<file path="config.mk">
export PLATFORM = sky130hd
export DESIGN_NAME = jump_physics_flat
export DESIGN_NICKNAME = d
export VERILOG_FILES = /design/src/rtl/jump_physics_if.sv /design/src/rtl/jump_physics.sv /design/src/flat_wrapper.sv
export SDC_FILE = /design/constraint.sdc
export NUM_CORES = 1
export LEC_CHECK = 0
export BUFFER_PORTS_ARGS = -buffer_cell sky130_fd_sc_hd__buf_2
export CAP_MARGIN = 20
export CORE_MARGIN = 2
export CORE_UTILIZATION = 52
export CTS_CLUSTER_DIAMETER = 80
export DETAILED_ROUTE_END_ITERATION = 6
export HOLD_SLACK_MARGIN = 0.06
export PLACE_DENSITY = 0.8
export REMOVE_ABC_BUFFERS = 1
export SLEW_MARGIN = 20
export SYNTH_ARGS = -nofsm -noshare
export SYNTH_HDL_FRONTEND = slang
export SYNTH_SLANG_ARGS = --single-unit
</file>
<file path="constraint.sdc">
create_clock -name clk_jump -period 4.3 [get_ports clk_jump]
set_input_delay 0.215 -clock clk_jump [delete_from_list [all_inputs] [get_ports clk_jump]]
set_output_delay 0.215 -clock clk_jump [all_outputs]
set_load 0.005 [all_outputs]
</file>
<file path="src/rtl/jump_physics_if.sv">
`default_nettype none
// ============================================================================
//  Module   : jump_physics_if
//  Brief    : Launch request / jump result bundle between game FSM and physics.
//  Revision : 1.0 - initial release
// ============================================================================
interface jump_physics_if;
  logic        i_jump_en;
  logic [10:0] i_jump_v_init;
  logic        o_jump_done;
  logic [10:0] o_jump_dist;
  logic [8:0]  o_jump_height;
  logic        o_busy;

  modport master (
    output i_jump_en,
    output i_jump_v_init,
    input  o_jump_done,
    input  o_jump_dist,
    input  o_jump_height,
    input  o_busy
  );

  modport slave (
    input  i_jump_en,
    input  i_jump_v_init,
    output o_jump_done,
    output o_jump_dist,
    output o_jump_height,
    output o_busy
  );
endinterface
`default_nettype wire

</file>
<file path="src/rtl/jump_physics.sv">
`default_nettype none
// ============================================================================
//  Module   : jump_physics
//  Brief    : Ballistic jump integrator: launch on en rising edge, step every
//             TICK_DIV clocks, land when height returns to zero.
//  Revision : 1.0 - initial release
// ============================================================================
module jump_physics #(
  parameter int unsigned TICK_DIV = 65536
) (
  input  wire logic     clk_jump,
  input  wire logic     rst_jump,
  jump_physics_if.slave jp
);

  localparam int TW = (TICK_DIV > 1) ? $clog2(TICK_DIV) : 1;
  localparam logic [TW-1:0] c_TICK_MAX = TW'(TICK_DIV - 1);

  localparam logic [1:0] c_IDLE = 2'd0;
  localparam logic [1:0] c_FLY  = 2'd1;
  localparam logic [1:0] c_DONE = 2'd2;

  logic [1:0]    state_q, state_d;
  logic          en_q;
  logic          armed_q;
  logic [6:0]    v_q, v_d;
  logic [7:0]    vy_q, vy_d;
  logic [13:0]   h_q, h_d;
  logic [15:0]   x_q, x_d;
  logic [TW-1:0] tick_q, tick_d;
  logic          done_q, done_d;
  logic          busy_q, busy_d;
  logic [10:0]   dist_q, dist_d;
  logic [8:0]    height_q, height_d;

  logic          w_launch;
  logic          w_step;
  logic          w_land;
  logic          w_abort;
  logic [14:0]   w_h_sum;
  logic          w_unused;

  assign w_unused = &{1'b0, jp.i_jump_v_init[10:7]};

  // armed_q blocks a launch when en is already high coming out of reset
  assign w_launch = jp.i_jump_en && !en_q && armed_q;
  assign w_step   = (tick_q == c_TICK_MAX);
  assign w_h_sum  = {1'b0, h_q} + {{7{vy_q[7]}}, vy_q};
  assign w_land   = vy_q[7] && (w_h_sum[14] || (w_h_sum == 15'd0));

  always_comb begin
    state_d = state_q;
    v_d     = v_q;
    vy_d    = vy_q;
    h_d     = h_q;
    x_d     = x_q;
    tick_d  = tick_q;
    w_abort = 1'b0;

    case (state_q)
      c_IDLE: begin
        if (w_launch) begin
          v_d     = jp.i_jump_v_init[6:0];
          vy_d    = {1'b0, jp.i_jump_v_init[6:0]};
          h_d     = 14'd0;
          x_d     = 16'd0;
          tick_d  = '0;
          state_d = (jp.i_jump_v_init[6:0] == 7'd0) ? c_DONE : c_FLY;
        end
      end
      c_FLY: begin
        if (w_step && w_land) begin
          // landing wins over a simultaneous en drop so the done pulse is seen
          x_d     = x_q + {9'd0, v_q};
          vy_d    = vy_q - 8'd1;
          h_d     = 14'd0;
          tick_d  = '0;
          state_d = c_DONE;
        end else if (!jp.i_jump_en) begin
          w_abort = 1'b1;
          x_d     = 16'd0;
          vy_d    = 8'd0;
          h_d     = 14'd0;
          tick_d  = '0;
          state_d = c_IDLE;
        end else if (w_step) begin
          x_d    = x_q + {9'd0, v_q};
          vy_d   = vy_q - 8'd1;
          h_d    = w_h_sum[13:0];
          tick_d = '0;
        end else begin
          tick_d = tick_q + TW'(1);
        end
      end
      c_DONE: begin
        if (!jp.i_jump_en) begin
          state_d = c_IDLE;
        end
      end
      default: begin
        state_d = c_IDLE;
      end
    endcase
  end

  always_comb begin
    done_d   = (state_d == c_DONE);
    busy_d   = (state_d == c_FLY);
    height_d = (state_d == c_FLY) ? h_d[13:5] : 9'd0;
    if (state_d == c_IDLE) begin
      dist_d = w_abort ? 11'd0 : dist_q;
    end else begin
      dist_d = {2'b00, x_d[15:7]};
    end
  end

  always_ff @(posedge clk_jump) begin
    if (rst_jump) begin
      state_q  <= c_IDLE;
      en_q     <= 1'b0;
      armed_q  <= 1'b0;
      v_q      <= 7'd0;
      vy_q     <= 8'd0;
      h_q      <= 14'd0;
      x_q      <= 16'd0;
      tick_q   <= '0;
      done_q   <= 1'b0;
      busy_q   <= 1'b0;
      dist_q   <= 11'd0;
      height_q <= 9'd0;
    end else begin
      state_q  <= state_d;
      en_q     <= jp.i_jump_en;
      armed_q  <= armed_q || !jp.i_jump_en;
      v_q      <= v_d;
      vy_q     <= vy_d;
      h_q      <= h_d;
      x_q      <= x_d;
      tick_q   <= tick_d;
      done_q   <= done_d;
      busy_q   <= busy_d;
      dist_q   <= dist_d;
      height_q <= height_d;
    end
  end

  assign jp.o_jump_done   = done_q;
  assign jp.o_busy        = busy_q;
  assign jp.o_jump_dist   = dist_q;
  assign jp.o_jump_height = height_q;

endmodule
`default_nettype wire

</file>
<file path="src/flat_wrapper.sv">
// flat-port wrapper written by rule: the top's interface ports become plain ports
module jump_physics_flat 
#(
  parameter int unsigned TICK_DIV = 65536
)
  (clk_jump, rst_jump, jp_i_jump_en, jp_i_jump_v_init, jp_o_jump_done, jp_o_jump_dist, jp_o_jump_height, jp_o_busy);
  jump_physics_if jp_i ();
  input  wire logic clk_jump;
  input  wire logic rst_jump;
  input wire logic [$bits(jp_i.i_jump_en)-1:0] jp_i_jump_en;
  input wire logic [$bits(jp_i.i_jump_v_init)-1:0] jp_i_jump_v_init;
  output wire logic [$bits(jp_i.o_jump_done)-1:0] jp_o_jump_done;
  output wire logic [$bits(jp_i.o_jump_dist)-1:0] jp_o_jump_dist;
  output wire logic [$bits(jp_i.o_jump_height)-1:0] jp_o_jump_height;
  output wire logic [$bits(jp_i.o_busy)-1:0] jp_o_busy;
  assign jp_i.i_jump_en = jp_i_jump_en;
  assign jp_i.i_jump_v_init = jp_i_jump_v_init;
  assign jp_o_jump_done = jp_i.o_jump_done;
  assign jp_o_jump_dist = jp_i.o_jump_dist;
  assign jp_o_jump_height = jp_i.o_jump_height;
  assign jp_o_busy = jp_i.o_busy;
  jump_physics #(.TICK_DIV(TICK_DIV)) u_core (.clk_jump(clk_jump), .rst_jump(rst_jump), .jp(jp_i));
endmodule
</file>
==> results.sh <==
export IMPL_synthCells=549
export IMPL_finalClockSkew_ps=7.86
export IMPL_syn_to_final_growth_pct=9.59
export IMPL_clk_pin_slew_ps=90
export IMPL_drv_cap=0
export IMPL_cts_hold_buf=0
export IMPL_final_nets=616
export IMPL_critical_path_class="reg -> reg"
export IMPL_grt_max_degree=52
export IMPL_ios=36
export IMPL_grt_pass1_wl_um=19300
export IMPL_reg2reg_from="u_core.vy_q[0]"
export IMPL_r2r_cells=12
export IMPL_worstSetupEndpointType="flop"
export IMPL_slew_violations=0
export IMPL_overflow=0
export IMPL_cpPeakStageDelay_ps=540
export IMPL_ys_types=70
export IMPL_setup_tns_ps=0
export IMPL_die_x_um=98.6
export IMPL_min_period_ps=3930
export IMPL_cts_setup_buffers=0
export IMPL_antenna_found_initial=0
export IMPL_avgSynthCellArea_um2=8.48
export IMPL_seqCellArea_um2=1700
export IMPL_p_leak_nw=2.18
export IMPL_drt_initial_drc_count=246
export IMPL_final_area_um2=5100
export IMPL_first_pass_iters=5
export IMPL_crit_path_max_fanout=8
export IMPL_drt_wirelength_per_cell_um=16.4
export IMPL_rsz0062_at_grt="false"
export IMPL_yosysMostFrequentCell="dfxtp_1"
export IMPL_fmax_mhz=255
export IMPL_path_cells="ha_1 -> fa_1 -> a21oi_1 -> o211ai_2 -> a311oi_1 -> xnor2_1 -> nand4b_1 -> a311oi_2 -> a21boi_1 -> o31a_1 -> nor3_2 -> a32o_1"
export IMPL_io_buffers=29
export IMPL_synth_warnings=0
export IMPL_worst_pin_slew_ps=963
export IMPL_hold_violations=0
export IMPL_multi_input_area_um2=2810
export IMPL_crit_start="u_core.vy_q[0]"
export IMPL_die_area_um2=9730
export IMPL_initial_core_util_pct=53.4
export IMPL_cp_top_family="compound AO/OA/AOI/OAI gates"
export IMPL_drcViolationCount=0
export IMPL_fp_dieH_um=98.6
export IMPL_root_buffer="clkbuf_8"
export IMPL_yosysTopAreaCell="dfxtp_1"
export IMPL_ant_nets=0
export IMPL_finalWorstSetupSlack_ps=371
export IMPL_slew_headroom_pct=35.8
export IMPL_htree_num_levels=3
export IMPL_cts_tree="built"
export IMPL_p_total_mw=1.53
export IMPL_path_buf_inv=0
export IMPL_synth_top_cell_area_share_pct=36.5
export IMPL_ys_top_cells_by_area="dfxtp_1 37%, nor2_1 6.5%, ha_1 6.2%"
export IMPL_hp_class="in -> reg"
export IMPL_ir_worst_vdd_uv=164
export IMPL_totalWireLength_um=11300
export IMPL_min_period_over_period_pct=91.4
export IMPL_drive_above_1_share_pct=11.2
export IMPL_grt_util_all_layers_pct=23.9
export IMPL_grt_pass1_vias=4110
export IMPL_cts_sinks=85
export IMPL_placed_area_um2=4910
export IMPL_hp_start="jp_i_jump_v_init[1]"
export IMPL_via_count=4262
export IMPL_timing_hold_ws_ps=120
export IMPL_globalplace_congestion=0.964
export IMPL_cts_made_buffers=9
export IMPL_status="completed"
export IMPL_critical_path_depth=12
export IMPL_ys_ff_latch=85
export IMPL_clock_path_buffers=2
export IMPL_fillCellCount=768
export IMPL_dp_hpwl_um=8080
export IMPL_ys_flop_type="dfxtp_1"
export IMPL_synth_edf_count=0
export IMPL_worstPathRequired_ps=4610
export IMPL_dp_slack_ps=445
export IMPL_crit_end="u_core.jp.o_jump_dist[1]"
export IMPL_insertion_delay_ps=360
export IMPL_crit_slowest_cell="a311oi_1"
export IMPL_cp_start_kind="flop"
export IMPL_async_flop_share_pct=0
export IMPL_syn_area_um2=4660
export IMPL_antenna_cells=0
export IMPL_coreArea_um2=8720
export IMPL_hold_depth=3
export IMPL_rr_endpoint="u_core.jp.o_jump_dist[1]"
export IMPL_power_density_nw_per_um2=300
export IMPL_rrSetupSlack_ps=370
export IMPL_rows=34
export IMPL_synth_seq_area_share_pct=36.5
export IMPL_routed_via_density=6.19
export IMPL_ctsResizeCount=0
export IMPL_cp_data_arrival_time_ps=4230
export IMPL_synthTopCellsByCount="85 x dfxtp_1, 81 x nor2_1, 33 x a21oi_1"
export IMPL_setup_viol=0
logic make-up (layout without fill, tap and decap cells):
family	after synthesis	count (layout)	share of synthesized area [%]
adders and majority gates	25	25	7.04
DFF	85	85	36.5
muxes	7	7	1.50
other	1	2	0.0805
buffers and inverters	38	69	3.28
and+or+nand+nor	213	213	22.8
xor gates and xnor gates	24	24	4.51
AOI/OAI and AO/OA	156	156	24.3
how the worst min path moves through the flow:
stage	end	slack (ps)
2_1_floorplan	u_core.armed_q	280
3_3_place_gp	u_core.jp.o_jump_dist[7]	440
3_5_place_dp	u_core.jp.o_jump_dist[4]	440
4_1_cts	u_core.v_q[4]	120
5_1_grt	u_core.v_q[5]	130
6_report	u_core.v_q[1]	120
final cells by class:
| type | instances | area share, % |
|---|---|---|
| Multi-Input combinational cell | 427 | 55.0 |
| Sequential cell | 85 | 33.3 |
| Timing Repair Buffer | 36 | 3.87 |
| Tap cell | 108 | 2.65 |
| Clock buffer | 9 | 2.43 |
| Clock inverter | 6 | 1.40 |
| Inverter | 18 | 1.32 |
sequential cells by signal, indices dropped and copies added (netlist names), 2 cells and up:
register	cells
u_core.tick_q	16
u_core.x_q	16
u_core.h_q	14
u_core.jp.o_jump_dist	9
u_core.jp.o_jump_height	9
u_core.vy_q	8
u_core.v_q	7
u_core.state_q	2
cells in the final DEF, fill, tap and decap left out, drive strengths merged, types with 4 or more instances in the layout:
| cell type | count |
|---|---|
| a32o | 13 |
| o21bai | 9 |
| o31ai | 8 |
| buf | 36 |
| a21oi | 33 |
| o22ai | 4 |
| nand2b | 9 |
| nor2 | 81 |
| or3 | 8 |
| xnor2 | 11 |
| ha | 23 |
| dfxtp | 85 |
| nand3 | 19 |
| a21boi | 4 |
| o31a | 4 |
| nor3 | 17 |
| mux2i | 7 |
| inv | 21 |
| a22oi | 12 |
| o21ai | 18 |
| nand4 | 5 |
| o21a | 6 |
| and2 | 6 |
| nand2 | 28 |
| nor2b | 15 |
| a31oi | 5 |
| clkbuf | 9 |
| o2bb2ai | 6 |
| a21o | 9 |
| xor2 | 13 |
| and3 | 8 |
metrics by stage:
stage,std cells,utilization [%]
after CTS,689,58.5
after global placement,674,56.3
after global routing,689,58.5
final,689,58.5
after floorplan,530,-
after detailed placement,674,56.3
metal layers:
layer | wire length [µm] | GRT usage [%] | vias to the layer above
met3 | 615 | 4.40 | 27
met2 | 5260 | 38.5 | 154
met4 | 237 | 8.96 | 0
met5 | 0 | 0 | -
li1 | - | - | 2065
met1 | 5190 | 32.0 | 2016
power by group:
| group | switching, mW | internal (mW) | leakage [nW] |
|---|---|---|---|
| logic | 0.0932 | 0.0498 | 1.39 |
| clock network | 0.311 | 0.273 | 0.0980 |
| registers | 0.0100 | 0.797 | 0.687 |
| total | 0.415 | 1.12 | 2.18 |
worst min-delay path: stages:
cell and delay, ps:
buf_2 110, mux2i_1 60, nor2_1 70
No activity file was read; power rests on OpenSTA's default activity.
